## config.mk

```make
export PLATFORM = sky130hd
export DESIGN_NAME = bip_run_ctrl_flat
export DESIGN_NICKNAME = d
export VERILOG_FILES = /design/src/rtl/bip_pkg.sv /design/src/rtl/bip_run_ctrl_if.sv /design/src/rtl/bip_sat_counter.sv /design/src/rtl/bip_run_ctrl.sv /design/src/flat_wrapper.sv
export SDC_FILE = /design/constraint.sdc
export NUM_CORES = 1
export LEC_CHECK = 0
export CORE_MARGIN = 1.5
export CORE_UTILIZATION = 45
export CTS_CLUSTER_DIAMETER = 200
export DETAILED_ROUTE_END_ITERATION = 16
export PLACE_DENSITY = 0.85
export SLEW_MARGIN = 20
export SYNTH_ARGS = -nofsm -noshare
export SYNTH_HDL_FRONTEND = slang
export SYNTH_SLANG_ARGS = --single-unit
```

## constraint.sdc

```tcl
create_clock -name clk -period 6.9 [get_ports clk]
set_input_delay 2.07 -clock clk [delete_from_list [all_inputs] [get_ports clk]]
set_output_delay 2.07 -clock clk [all_outputs]
set_load 0.005 [all_outputs]
```

## src/rtl/bip_pkg.sv

```systemverilog
// Shared encodings and default widths for the BIP1 run controller and the control unit.
package bip_pkg;
   localparam int DEF_NB_INSTRUC = 16;
   localparam int DEF_NB_OPCODE  = 5;
   localparam int DEF_NB_ADDR    = 11;
   localparam int DEF_NB_CYCLES  = 16;

   localparam logic [4:0] OPC_HLT = 5'b00000;

   typedef enum logic [2:0] {
      ST_IDLE   = 3'd0,
      ST_LOADED = 3'd1,
      ST_RUN    = 3'd2,
      ST_STEP   = 3'd3,
      ST_HALT   = 3'd4
   } state_t;
endpackage

```

## src/rtl/bip_run_ctrl_if.sv

```systemverilog
// Loader stream into the run controller: valid/ready words with an end-of-program marker.
interface bip_run_ctrl_if
   import bip_pkg::*;
#(
   parameter int NB_INSTRUC = DEF_NB_INSTRUC
);
   logic                  ld_valid;
   logic [NB_INSTRUC-1:0] ld_data;
   logic                  ld_last;
   logic                  ld_ready;

   modport master (output ld_valid, output ld_data, output ld_last, input ld_ready);
   modport slave  (input ld_valid, input ld_data, input ld_last, output ld_ready);
endinterface

```

## src/rtl/bip_sat_counter.sv

```systemverilog
// Saturating up-counter, registered, one-cycle latency; clear wins over inc; no backpressure.
module bip_sat_counter #(
   parameter int NB_CYCLES = 16
)(
   input  logic                 clk,
   input  logic                 rst_n,
   input  logic                 clear,
   input  logic                 inc,
   output logic [NB_CYCLES-1:0] count
);
   always_ff @(posedge clk or negedge rst_n) begin
      if (!rst_n) begin
         count <= '0;
      end else if (clear) begin
         count <= '0;
      end else if (inc && (count != '1)) begin
         count <= count + NB_CYCLES'(1);
      end
   end
endmodule

```

## src/rtl/bip_run_ctrl.sv

```systemverilog
// Run controller: loads program memory, then runs/steps the CPU until HLT; registered control, write port follows the beat combinationally.
// Loader is backpressured (ld_ready=0) everywhere except IDLE.
module bip_run_ctrl
   import bip_pkg::*;
#(
   parameter int NB_INSTRUC = DEF_NB_INSTRUC,
   parameter int NB_OPCODE  = DEF_NB_OPCODE,
   parameter int NB_ADDR    = DEF_NB_ADDR,
   parameter int NB_CYCLES  = DEF_NB_CYCLES
)(
   input  logic                  clk,
   input  logic                  rst_n,
   bip_run_ctrl_if.slave         ld,
   input  logic                  start,
   input  logic                  step_mode,
   input  logic                  step,
   input  logic                  clear,
   input  logic [NB_INSTRUC-1:0] instruc,
   input  logic [NB_ADDR-1:0]    pc,
   output logic                  pmem_we,
   output logic [NB_ADDR-1:0]    pmem_addr,
   output logic [NB_INSTRUC-1:0] pmem_data,
   output logic                  cpu_rst,
   output logic                  cpu_en,
   output logic                  done,
   output logic [NB_CYCLES-1:0]  cycles,
   output logic [2:0]            state
);
   state_t               state_r, state_nxt;
   logic [NB_ADDR-1:0]   ld_ptr, ptr_nxt;
   logic                 cpu_rst_nxt, cpu_en_nxt, done_nxt, cnt_clr;
   logic                 beat, hlt, ptr_full;

   wire unused_instruc = ^instruc[NB_INSTRUC-NB_OPCODE-1:0];

   assign ld.ld_ready = (state_r == ST_IDLE);
   assign beat        = ld.ld_valid && ld.ld_ready;
   assign ptr_full    = &ld_ptr;
   assign hlt         = cpu_en && (instruc[NB_INSTRUC-1 -: NB_OPCODE] == NB_OPCODE'(OPC_HLT));

   // A clear in the same cycle as a beat drops the word.
   assign pmem_we   = beat && !clear;
   assign pmem_data = pmem_we ? ld.ld_data : '0;
   assign pmem_addr = (state_r == ST_IDLE) ? ld_ptr : pc;
   assign state     = state_r;

   always_comb begin
      state_nxt   = state_r;
      ptr_nxt     = ld_ptr;
      cpu_rst_nxt = cpu_rst;
      cpu_en_nxt  = 1'b0;
      done_nxt    = done;
      cnt_clr     = 1'b0;
      if (clear) begin
         state_nxt   = ST_IDLE;
         ptr_nxt     = '0;
         cpu_rst_nxt = 1'b0;
         done_nxt    = 1'b0;
      end else begin
         case (state_r)
            ST_IDLE: begin
               cpu_rst_nxt = 1'b0;
               if (beat) begin
                  ptr_nxt = ptr_full ? ld_ptr : ld_ptr + NB_ADDR'(1);
                  if (ld.ld_last || ptr_full) state_nxt = ST_LOADED;
               end
            end
            ST_LOADED: begin
               if (start) begin
                  state_nxt   = step_mode ? ST_STEP : ST_RUN;
                  cpu_rst_nxt = 1'b1;
                  cpu_en_nxt  = !step_mode;
                  cnt_clr     = 1'b1;
                  done_nxt    = 1'b0;
               end
            end
            ST_RUN: begin
               if (hlt) begin
                  state_nxt = ST_HALT;
                  done_nxt  = 1'b1;
               end else begin
                  cpu_rst_nxt = 1'b1;
                  cpu_en_nxt  = 1'b1;
               end
            end
            ST_STEP: begin
               cpu_rst_nxt = 1'b1;
               if (hlt) begin
                  state_nxt = ST_HALT;
                  done_nxt  = 1'b1;
               end else begin
                  cpu_en_nxt = step && !cpu_en;
               end
            end
            ST_HALT: begin
               // Re-run holds the CPU in reset for one cycle so fetch restarts at PC 0.
               if (start) begin
                  state_nxt   = step_mode ? ST_STEP : ST_RUN;
                  cpu_rst_nxt = 1'b0;
                  cnt_clr     = 1'b1;
                  done_nxt    = 1'b0;
               end
            end
            default: begin
               state_nxt   = ST_IDLE;
               ptr_nxt     = '0;
               cpu_rst_nxt = 1'b0;
            end
         endcase
      end
   end

   always_ff @(posedge clk or negedge rst_n) begin
      if (!rst_n) begin
         state_r <= ST_IDLE;
         ld_ptr  <= '0;
         cpu_rst <= 1'b0;
         cpu_en  <= 1'b0;
         done    <= 1'b0;
      end else begin
         state_r <= state_nxt;
         ld_ptr  <= ptr_nxt;
         cpu_rst <= cpu_rst_nxt;
         cpu_en  <= cpu_en_nxt;
         done    <= done_nxt;
      end
   end

   bip_sat_counter #(.NB_CYCLES(NB_CYCLES)) u_cycles (
      .clk   (clk),
      .rst_n (rst_n),
      .clear (cnt_clr),
      .inc   (cpu_en),
      .count (cycles)
   );
endmodule

```

## src/flat_wrapper.sv

```systemverilog
// flat-port wrapper written by rule: the top's interface ports become plain ports
module bip_run_ctrl_flat import bip_pkg::*;
#(
   parameter int NB_INSTRUC = DEF_NB_INSTRUC,
   parameter int NB_OPCODE  = DEF_NB_OPCODE,
   parameter int NB_ADDR    = DEF_NB_ADDR,
   parameter int NB_CYCLES  = DEF_NB_CYCLES
)
  (clk, rst_n, start, step_mode, step, clear, instruc, pc, pmem_we, pmem_addr, pmem_data, cpu_rst, cpu_en, done, cycles, state, ld_ld_valid, ld_ld_data, ld_ld_last, ld_ld_ready);
  bip_run_ctrl_if #(.NB_INSTRUC(NB_INSTRUC)) ld_i ();
  input  logic clk;
  input  logic rst_n;
  input  logic start;
  input  logic step_mode;
  input  logic step;
  input  logic clear;
  input  logic [NB_INSTRUC-1:0] instruc;
  input  logic [NB_ADDR-1:0] pc;
  output logic pmem_we;
  output logic [NB_ADDR-1:0] pmem_addr;
  output logic [NB_INSTRUC-1:0] pmem_data;
  output logic cpu_rst;
  output logic cpu_en;
  output logic done;
  output logic [NB_CYCLES-1:0] cycles;
  output logic [2:0] state;
  input wire logic [$bits(ld_i.ld_valid)-1:0] ld_ld_valid;
  input wire logic [$bits(ld_i.ld_data)-1:0] ld_ld_data;
  input wire logic [$bits(ld_i.ld_last)-1:0] ld_ld_last;
  output wire logic [$bits(ld_i.ld_ready)-1:0] ld_ld_ready;
  assign ld_i.ld_valid = ld_ld_valid;
  assign ld_i.ld_data = ld_ld_data;
  assign ld_i.ld_last = ld_ld_last;
  assign ld_ld_ready = ld_i.ld_ready;
  bip_run_ctrl #(.NB_INSTRUC(NB_INSTRUC), .NB_OPCODE(NB_OPCODE), .NB_ADDR(NB_ADDR), .NB_CYCLES(NB_CYCLES)) u_core (.clk(clk), .rst_n(rst_n), .ld(ld_i), .start(start), .step_mode(step_mode), .step(step), .clear(clear), .instruc(instruc), .pc(pc), .pmem_we(pmem_we), .pmem_addr(pmem_addr), .pmem_data(pmem_data), .cpu_rst(cpu_rst), .cpu_en(cpu_en), .done(done), .cycles(cycles), .state(state));
endmodule
```

# [Word-level counts from Yosys, hierarchy flattened]
# Index checks and enable logic that the tools add are counted.
[totals] reg_bits=33 input_bits=51 out_inout_bits=51 word_cells=74
[classes] addsub=2 n_eq_ne=14 mux=31 reduce_logical=21
[op_table] operator="$mux 16" count=3
[op_table] operator="$mux 11" count=4
[op_table] operator="$pmux 11 s2" count=1
[op_table] operator="$ne 3x3->1 const B" count=6
[op_table] operator="$add 16x1->16 const B" count=1
[op_table] operator="$ne 16x16->1 const B" count=1
[op_table] operator="$mux 3" count=5
[op_table] operator="$mux 1" count=14
[op_table] operator="$add 11x1->11 const B" count=1
[op_table] operator="$reduce_and 11->1" count=1
[op_table] operator="$pmux 3 s3" count=1
[op_table] operator="$reduce_and 3->1" count=3
[op_table] operator="$eq 3x2->1 const B" count=2
[op_table] operator="$ne 3x1->1 const B" count=2
[op_table] operator="$logic_and 1x1->1" count=5
[op_table] operator="$logic_not 5->1" count=1
[op_table] operator="$pmux 1 s4" count=1
[op_table] operator="$reduce_and 4->1" count=1
[op_table] operator="$reduce_or 2->1" count=2
[op_table] operator="$reduce_or 4->1" count=1
[op_table] operator="$eq 3x1->1 const B" count=1
[op_table] operator="$eq 3x3->1 const B" count=1
[op_table] operator="$logic_not 1->1" count=3
[op_table] operator="$logic_not 3->1" count=1
[op_table] operator="6 further kinds" count=6

# [Logic depth before layout (Yosys ltp)]
[depth] ltp_word=6 mapped_depth=7

# [Cells and area by module]
# Synthesis repeated with hierarchy kept, for this count alone.
[unflattened] cells_unflattened=258 hier_area_um2=2287.2
[by_module_without_submodules] module="bip_run_ctrl" n_inst=1 cells_each=160 area_each_um2=1345.0
[by_module_without_submodules] module="bip_sat_counter" n_inst=1 cells_each=98 area_each_um2=942.2

# [Worst setup path before layout]
# OpenSTA, ideal clock, no wires.
[synth_timing] kind="input port to output port" start="in clear" end="out pmem_data[10]" t_arrival_ps=3017 required_ps=4830 setup_slack_ps=1813 path_stages=4 path_buffers=2 cell_sequence="buf_4 nor4_2 clkbuf_1 and3_1"
[synth_via] elab_chain_cells=3
[synth_rtl] item="start: declaration" line="flat_wrapper.sv:16" source="input logic clear;"
[synth_rtl] item="$logic_not 1->1" line="bip_run_ctrl.sv:42" source="assign pmem_we = beat && !clear;"
[synth_rtl] item="$logic_and 1x1->1" line="bip_run_ctrl.sv:42"
[synth_rtl] item="$mux 16" line="bip_run_ctrl.sv:43" source="assign pmem_data = pmem_we ? ld.ld_data : '0;"
[synth_rtl] item="end: declaration" line="flat_wrapper.sv:21" source="output logic [NB_INSTRUC-1:0] pmem_data;"
# No other way between the ends.

# [Worst setup path after layout]
[layout_timing] start="in clear" end="out pmem_data[4]"
# Same word-level chain as after synthesis.

==> flow_summary.toml <==
[cts]
cts_setup_buffers = 0
numCtsBuffers = 5
clockRootBuffer = "clkbuf_8"
clockBufferDepth = 2
htree_levels = 2
ctsResizeCount = 0
clock-sinks = 33
ctsHoldBuffers = 0
cts_tree = "done"
clkTransAtPathRegs_ps = 70
insertion_delay_ps = 290

[final_layout]
multi_input_area_um2 = 1246
nFillCells = 401
nNetsFinal = 379
seq_area_um2 = 825.8
drive_above_1_share_pct = 10.09
fin_area_um2 = 3192
n_antenna_cell = 0
syn_to_final_growth_pct = 45.36

[worst_hold_path]
whs_path_depth = 1
hp-class = "reg -> reg"

[synthesis]
ys_ff_latch = 33
yosysTopAreaCell = "dfrtp_1"
synth-main-ff-cell = "dfrtp_1"
yosysSeqAreaShare_pct = 37.61
ys_async_sr_fraction_pct = 100.0
synth_cell_types = 48
syn-cell-area_um2 = 2196
synth_warnings = 0
synth_top_area_share_pct = 37.61
avgSynthCellArea_um2 = 9.074
synth_edf_count = 0
synth.net_count = 295
synthCells = 242
synthTopCellsByArea = "dfrtp_1, and3_1, mux2_2"

[drt]
drtIter0Drc = 132
wl_per_cell_um = 14.20
vias = 2129
finalWirelength_um = 5594
postRouteAntennaNets = 0
drc = 0
drt_pre_antenna_iters = 4
routed_via_density = 5.404

[floorplanning]
dieHeight_um = 72.86
core.rowCount = 25
start_util_pct = 46.49
core_area_um2 = 4723
die-area_um2 = 5308
fp.dieW_um = 72.86
design.portCount = 102

[critical_path]
cp-end-kind = "output pin"
critPathMaxStageDelay_ps = 510
cpMostUsedCell = "clkdlybuf4s50_1"
crit_chain = "clkdlybuf4s50_1 > nor4_2 > buf_4 > and3_1 > clkdlybuf4s50_1"
path_class = "in -> out"
path_max_fanout = 18
crit_buf_inv = 3
required_ps = 4830
cp_num_cells = 5
critPathTopFamily = "buffers and inverters"
critical_path_arrival_ps = 3920
cp-start-kind = "input port"
cp_slowest_cell = "clkdlybuf4s50_1"
reg2reg_depth = 4

[run]
cap_violations = 0

[global_routing]
antenna_found_initial = 0
grt_pass1_vias = 2014
gr-total-overflow = 0
grt.total_usage_pct = 22.14
grt_start_max_net_pins = 34
grt_pass1_wl_um = 9183

[placed_design]
place_ws_ps = 899.4
hpwlAfterDp_um = 4153
dpl_cell_area_um2 = 3105
port_buffers = 90
gp_congestion = 0.8592

[sta]
fin_crit_ps = 5991
finalCritPeriodShare_pct = 86.82
slew_violations = 0
tns_ps = 0
rsz0062_at_grt = "false"
clock_skew_ps = 6.209
setup_viol = 0
worst_slack_ps = 909.5
relSlewSlack_pct = 53.34
hold_viol_final = 0
tightest_slew_ps = 697.3
max_freq_mhz = 166.9

[pwr]
powerDensity_nw_per_um2 = 237.1
peakVddDrop_mv = 0.09449
total_leakage_power_uw = 0.001308

[run_status]
outcome = "finished, final reports clean"
==> flip-flops by register name, indices dropped and copies added, names as in the netlist <==
signal / count
u_core.u_cycles.count: 16
u_core.cpu_rst: 1
u_core.cpu_en: 1
u_core.ld_ptr: 11
u_core.state: 3
u_core.done: 1
==> cell usage in the layout, fill, tap and decap left out, drive strengths merged, types with 2 or more instances in the layout <==
master,instances
buf,3
and4,2
o221ai,2
xor2,2
nor2,29
nor4,6
clkdlybuf4s50,90
o31ai,6
nor3b,3
a21oi,12
o21ai,15
and2,5
clkbuf,5
a311oi,2
o41ai,2
ha,2
mux2,11
dfrtp,33
nand2b,3
inv,7
nor3,4
clkinv,2
nand2,15
and3,21
nand4,5
nand3b,4
xnor2,13
nand3,9
==> cells by family (layout without fill, tap and decap cells) <==
family	Yosys count	count (layout)	share of synthesized area [%]
adder cells (fa/ha/maj)	2	2	1.139
buffers and inverters	23	108	5.641
flip-flops	33	33	37.61
multiplexers	12	12	6.097
AO/OA/AOI/OAI	47	47	14.25
AND/OR/NAND/NOR	110	110	29.29
XOR/XNOR	15	15	5.983
==> routing by layer <==
metal / wire length [um] / up-vias / track usage [%]
met5: 0 / - / 0
met4: 79 / 0 / 8.386
met3: 346 / 8 / 5.663
met2: 2838 / 90 / 37.92
met1: 2329 / 982 / 26.68
li1: - / 1049 / -
==> worst paths after layout <==
kind                                                 startpoint                                   end  slack (ps)
setup / recovery                                          clear                          pmem_data[4]         910
hold / removal             u_core.u_cycles.count[8]$_DFFE_PN0P_  u_core.u_cycles.count[8]$_DFFE_PN0P_         550
setup reg to reg                    u_core.state[1]$_DFFE_PN0P_          u_core.ld_ptr[3]$_DFFE_PN0P_        4530
hold reg to reg            u_core.u_cycles.count[8]$_DFFE_PN0P_  u_core.u_cycles.count[8]$_DFFE_PN0P_         550
max in group asynchronous                                 rst_n  u_core.u_cycles.count[4]$_DFFE_PN0P_        4410
min in group asynchronous                                 rst_n          u_core.ld_ptr[5]$_DFFE_PN0P_        2190
==> area by class of cell <==
class / instances / area share (%)
flip-flops and latches: 33 / 25.87
clock buffers: 5 / 2.156
multi-input cells: 186 / 39.04
repair buffers: 93 / 28.93
well taps: 67 / 2.626
inverters: 7 / 0.8232
clock inverters: 3 / 0.5488
==> cells in the mapped netlist, types with 2 or more instances <==
master and instances:
o21ai_1 2, o221ai_1 2, xor2_1 2, o21ai_0 13, nand2_1 15, o31ai_1 6
a21oi_1 12, and3_1 21, nor2_1 28, xnor2_1 13, dfrtp_1 33, inv_1 7
nor3b_1 2, nor3_1 3, buf_6 3, buf_2 5, and4_1 2, o41ai_2 2
ha_1 2, mux2_2 11, nand2b_1 3, nand4_1 5, nor4_1 5, clkbuf_1 5
a311oi_1 2, buf_4 2, and2_1 5, nand3_1 8, nand3b_1 4
==> report_power, final <==
part / leakage [uW] / switching, uW / internal, uW
sequential: 0.000453 / 55.5 / 226
combinational: 0.000811 / 129 / 205
clock: 0.0000439 / 71.7 / 69.5
==> per-stage QoR <==
stage / utilization, % / hold slack [ps] / instances / total power [uW]
2_1_floorplan: - / 481.8 / 242 / 447.2
3_3_place_gp: 65.75 / 514.0 / 386 / 609.1
3_5_place_dp: 65.75 / 535.0 / 386 / 618.2
4_1_cts: 67.58 / 547.3 / 394 / 762.7
5_1_grt: 67.58 / 570.3 / 394 / 804.6
6_report: 67.58 / 547.1 / 394 / 756.8
(Power assumes the default switching activity.)
